`config.mk`:
```
export PLATFORM = sky130hd
export DESIGN_NAME = pwl_act_arbiter
export DESIGN_NICKNAME = d
export VERILOG_FILES = /design/src/rtl/pwl_act_arbiter.sv
export SDC_FILE = /design/constraint.sdc
export NUM_CORES = 1
export LEC_CHECK = 0
export BUFFER_PORTS_ARGS = -buffer_cell sky130_fd_sc_hd__buf_2
export CORE_ASPECT_RATIO = 1.1
export CORE_MARGIN = 1.5
export CORE_UTILIZATION = 40
export CTS_CLUSTER_SIZE = 10
export DETAILED_ROUTE_END_ITERATION = 8
export HOLD_SLACK_MARGIN = 0.15
export PLACE_DENSITY = 0.79
export SYNTH_ARGS = -nofsm -noshare
export SYNTH_HDL_FRONTEND = slang
export SYNTH_SLANG_ARGS = --single-unit
```
`constraint.sdc`:
```
create_clock -name clk -period 1.6 [get_ports clk]
set_clock_uncertainty 0.05 [all_clocks]
set_input_delay 0.08 -clock clk [delete_from_list [all_inputs] [get_ports clk]]
set_output_delay 0.08 -clock clk [all_outputs]
set_load 0.02 [all_outputs]
```
`src/rtl/pwl_act_arbiter.sv`:
```
// Packet-granular round-robin arbiter sharing one activation unit among NUM_REQ requesters.
// Tags every issued sample so results return with their owner ID and last-flag.
module pwl_act_arbiter #(
   parameter int NUM_REQ = 4,
   parameter int DATA_W  = 16,
   parameter int ACT_LAT = 1,
   parameter int ID_W    = $clog2(NUM_REQ)
) (
   input  logic                      clk,
   input  logic                      rst_n,
   input  logic [NUM_REQ-1:0]        req_valid,
   input  logic [NUM_REQ-1:0]        req_last,
   input  logic [NUM_REQ*DATA_W-1:0] req_x,
   output logic [NUM_REQ-1:0]        req_ready,
   output logic                      act_valid_in,
   output logic [DATA_W-1:0]         act_x,
   input  logic                      act_valid_out,
   input  logic [DATA_W-1:0]         act_y,
   output logic                      resp_valid,
   output logic [ID_W-1:0]           resp_id,
   output logic                      resp_last,
   output logic [DATA_W-1:0]         resp_y,
   output logic                      busy,
   output logic                      err
);

   typedef enum logic [0:0] {IDLE = 1'b0, BURST = 1'b1} state_t;

   state_t                       state_r, state_s;
   logic [ID_W-1:0]              owner_r, owner_s;
   logic [ID_W-1:0]              rr_ptr_r, rr_ptr_s;
   logic [ID_W-1:0]              pick_s;
   logic                         any_s;
   logic                         xfer_s;
   logic                         xfer_last_s;
   int                           idx_s;
   logic [ID_W-1:0]              issue_id_r;
   logic                         issue_last_r;
   logic [ACT_LAT-1:0]           tag_v_r;
   logic [ACT_LAT-1:0]           tag_last_r;
   logic [ACT_LAT-1:0][ID_W-1:0] tag_id_r;

   // Round-robin pick: scanning downwards lets the lowest offset from rr_ptr win.
   always_comb begin
      pick_s = '0;
      any_s  = 1'b0;
      idx_s  = 0;
      for (int k = NUM_REQ - 1; k >= 0; k--) begin
         idx_s  = int'(rr_ptr_r) + k;
         idx_s  = (idx_s >= NUM_REQ) ? (idx_s - NUM_REQ) : idx_s;
         pick_s = req_valid[idx_s] ? ID_W'(idx_s) : pick_s;
         any_s  = any_s | req_valid[idx_s];
      end
   end

   // Beat transfer qualification for the current owner.
   always_comb begin
      xfer_s      = (state_r == BURST) & req_valid[owner_r];
      xfer_last_s = xfer_s & req_last[owner_r];
   end

   // Grant decode depends on state and owner only, never on req_valid.
   always_comb begin
      req_ready = '0;
      if (state_r == BURST) begin
         req_ready[owner_r] = 1'b1;
      end else begin
         req_ready = '0;
      end
   end

   // Next-state logic for the IDLE/BURST packet FSM.
   always_comb begin
      state_s  = state_r;
      owner_s  = owner_r;
      rr_ptr_s = rr_ptr_r;
      case (state_r)
         IDLE: begin
            if (any_s) begin
               state_s = BURST;
               owner_s = pick_s;
            end else begin
               state_s = IDLE;
            end
         end
         BURST: begin
            if (xfer_last_s) begin
               state_s  = IDLE;
               rr_ptr_s = (owner_r == ID_W'(NUM_REQ - 1)) ? '0 : (owner_r + ID_W'(1));
            end else begin
               state_s = BURST;
            end
         end
         default: begin
            state_s = IDLE;
         end
      endcase
   end

   // FSM state, owner and round-robin pointer registers.
   always_ff @(posedge clk or negedge rst_n) begin
      if (!rst_n) begin
         state_r  <= IDLE;
         owner_r  <= '0;
         rr_ptr_r <= '0;
      end else begin
         state_r  <= state_s;
         owner_r  <= owner_s;
         rr_ptr_r <= rr_ptr_s;
      end
   end

   // Issue register toward the activation unit; id/last ride alongside for tagging.
   always_ff @(posedge clk or negedge rst_n) begin
      if (!rst_n) begin
         act_valid_in <= 1'b0;
         act_x        <= '0;
         issue_id_r   <= '0;
         issue_last_r <= 1'b0;
      end else if (xfer_s) begin
         act_valid_in <= 1'b1;
         act_x        <= req_x[owner_r*DATA_W +: DATA_W];
         issue_id_r   <= owner_r;
         issue_last_r <= req_last[owner_r];
      end else begin
         act_valid_in <= 1'b0;
      end
   end

   // Tag line captures the issue register, so its tail lines up with act_valid_out.
   always_ff @(posedge clk or negedge rst_n) begin
      if (!rst_n) begin
         tag_v_r    <= '0;
         tag_last_r <= '0;
         tag_id_r   <= '0;
      end else begin
         for (int i = ACT_LAT - 1; i > 0; i--) begin
            tag_v_r[i]    <= tag_v_r[i-1];
            tag_last_r[i] <= tag_last_r[i-1];
            tag_id_r[i]   <= tag_id_r[i-1];
         end
         tag_v_r[0]    <= act_valid_in;
         tag_last_r[0] <= issue_last_r;
         tag_id_r[0]   <= issue_id_r;
      end
   end

   // Return path and sticky tag/valid mismatch flag.
   always_ff @(posedge clk or negedge rst_n) begin
      if (!rst_n) begin
         resp_valid <= 1'b0;
         resp_id    <= '0;
         resp_last  <= 1'b0;
         resp_y     <= '0;
         err        <= 1'b0;
      end else begin
         resp_valid <= act_valid_out;
         err        <= err | (act_valid_out != tag_v_r[ACT_LAT-1]);
         if (act_valid_out) begin
            resp_y    <= act_y;
            resp_id   <= tag_id_r[ACT_LAT-1];
            resp_last <= tag_last_r[ACT_LAT-1];
         end else begin
            resp_y    <= resp_y;
            resp_id   <= resp_id;
            resp_last <= resp_last;
         end
      end
   end

   assign busy = (state_r == BURST) | (|tag_v_r) | act_valid_in | resp_valid;

endmodule

```
==> reports/results.ini <==
[sta]
tightest_slew_ns=0.624
post-route-period-util_pct=96.9
max_freq_mhz=645
maxSlewViolCount=0
rsz0062_at_grt=true
fin_crit_ns=1.55
slew_headroom_pct=58.4
hold_viol=0
setup_ws_ns=0.0497
setup_viol_count_final=0

[cts]
htreeDepth=2
cts_buffer_depth=2
clock_latency_ns=0.29
cts.reportedPaths.clkPinSlew_ns=0.09
cts_buffers=5
cts_num_sinks=50
cts_tree=done
cts-root-buf=clkbuf_8

[synthesis]
synthTopCellsByCount=dfrtp_1 (50), mux2_2 (30), mux4_2 (16), mux2_4 (10)
syn_area_per_cell_um2=15.8
synth_seq_cells=50
netlist_instances=158
yosysTopAreaCellShare_pct=50.2
synth_most_common_cell=dfrtp_1
ys_seq_area_share_pct=50.2
yosysTopAreaCell=dfrtp_1
async_flop_share_pct=100
synth_area_um2=2490
yosys_warnings=0
ys_types=28
yosys_most_used_dff=dfrtp_1
syn_nets=253
synth_edf_count=0
synth_area_leaders=dfrtp_1 (50%), mux4_2 (14%), mux2_2 (14%)

[die]
row_count=29
coreArea_um2=5880
pin_count=134
initial_core_util_pct=42.4
die_w_um=78.2
die_h_um=85.8
die-area_um2=6710

[global_routing]
grt_pass1_vias=2193
grt_pass1_wl_um=9810
overflow=0
grt_util_all_layers_pct=18.5
antenna_found_initial=0
grt_max_degree=51

[pwr]
p_per_area_nw_per_um2=1640
peakVddDrop_uv=773
p_leak_nw=1.76

[place]
hpwl_um=4090
dpl_worst_slack_ns=0.0136
portBuffers=133
routabilityCongestion=0.788
dp.cells=366

[setup_path]
end_kind=flop
cpPeakStageDelay_ns=0.46
required_ns=1.74
worstPathArrival_ns=1.69
critPathLaunchType=flop
cp_slowest_cell=dfrtp_2
cp_cell_sequence=mux2_4 > nand3_4 > nand2_8 > mux2_4
crit_path_frequent_cell=mux2_4
crit_fanout=19
critPathKind=reg2reg

[layout]
finalNetCount=416
nFillCells=490
diodes=0
drive_above_1_share_pct=66.5
syn_to_final_growth_pct=46.3
fin_cells=399

[drt]
wire_per_inst_um=14.5
ant_nets=0
drt_first_iter_violations=49
vias=1954
drc=0
vias_per_cell=4.90
drt-pass1-iter-count=4
drt_wl_total_um=5770

[flow_run]
drv_cap=0

[min_path]
hold_path.class=in2reg

[outcome]
outcome=finished clean

[power by group]
group / total (mW) / internal, mW / switching, mW / leakage [nW]
Sequential: 2.00 / 1.73 / 0.276 / 0.586
Clock: 0.868 / 0.467 / 0.402 / 0.0514
Combinational: 3.09 / 1.65 / 1.44 / 1.12
Total: 5.97 / 3.85 / 2.12 / 1.76
[logic make-up (layout without fill, tap and decap cells)]
family | count (synthesis) | count (layout) | synth area share (%)
AOI/OAI and AO/OA | 13 | 13 | 3.16
adders and majority gates | 4 | 4 | 2.01
muxes | 59 | 59 | 35.3
xor gates and xnor gates | 1 | 1 | 0.352
DFF | 50 | 50 | 50.2
buffers and inverters | 15 | 179 | 3.97
and+or+nand+nor | 16 | 16 | 5.02
[cell type report]
type / instances / area [um2] / area share (%)
flip-flops and latches: 50 / 1250 / 34.4
repair buffers: 165 / 998 / 27.4
clock inverters: 2 / 37.5 / 1.03
inverters: 6 / 22.5 / 0.618
well taps: 77 / 96.3 / 2.64
clock buffers: 6 / 72.6 / 1.99
multi-input cells: 93 / 1160 / 31.9
[worst max-delay path: cells and delay by family (launching register included)]
| kind | cells | cell delay, ns |
|---|---|---|
| flops | 1 | 0.46 |
| mux | 2 | 0.66 |
| simple gates | 2 | 0.26 |
[registers in the layout, summed over array words and instances (netlist names), 2 cells and up]
register / count
issue_id_r: 2
act_x: 16
tag_id_r: 2
rr_ptr_r: 2
resp_y: 16
resp_id: 2
owner_r: 2
[metrics by stage]
stage | utilization, % | total power [mW] | TNS, ns | instance area, um2 | hold slack (ns)
CTS | 61.6 | 6.00 | 0 | 3620 | 0.165
detailed placement | 55.5 | 5.01 | 0 | 3260 | 0.181
finish | 62.0 | 5.97 | 0 | 3640 | 0.179
global placement | 55.5 | 4.92 | 0 | 3260 | 0.173
global route | 62.0 | 6.39 | -0.00479 | 3640 | 0.154
floorplan | - | 4.22 | -0.355 | 2510 | -0.266
[repair_timing]
item | in CTS | in global routing
setup endpoints to repair | 4 | 11
buffers inserted | 1 | 2
endpoints found under the hold margin | 69 | 0
hold buffers | 22 | 0
resized for setup | 5 | 3
[cells in the final DEF (no fill, tap or decap), types with 3 or more instances in the layout]
master         count
inv_1              6
and2_1             4
nand2_1            3
mux2_4            12
dfrtp_1           47
buf_12             3
dfrtp_2            3
buf_4              7
dlygate4sd3_1     22
buf_2            133
mux2_2            28
mux4_2            16
ha_1               4
o21ai_0            6
clkbuf_8           5
[worst paths after layout]
check	from	end	slack, ns	cells past startpoint
hold reg to reg	issue_id_r[1]	tag_id_r[1]	0.33	0
setup reg to reg	owner_r[1]	act_x[14]	0.05	4
hold / removal	req_x[36]	act_x[4]	0.18	3
setup / recovery	owner_r[1]	act_x[14]	0.05	4
max in group asynchronous	rst_n	state_r	0.66	3
min in group asynchronous	rst_n	act_x[14]	0.38	3
[metal layers]
layer	vias to the layer above	routed length (um)	global-route usage, %
li1	909	-	-
met4	0	55	4.55
met2	76	3140	34.9
met5	-	0	0
met3	8	298	4.04
met1	961	2280	21.2
Note: power is estimated with default switching activity, not from simulation.
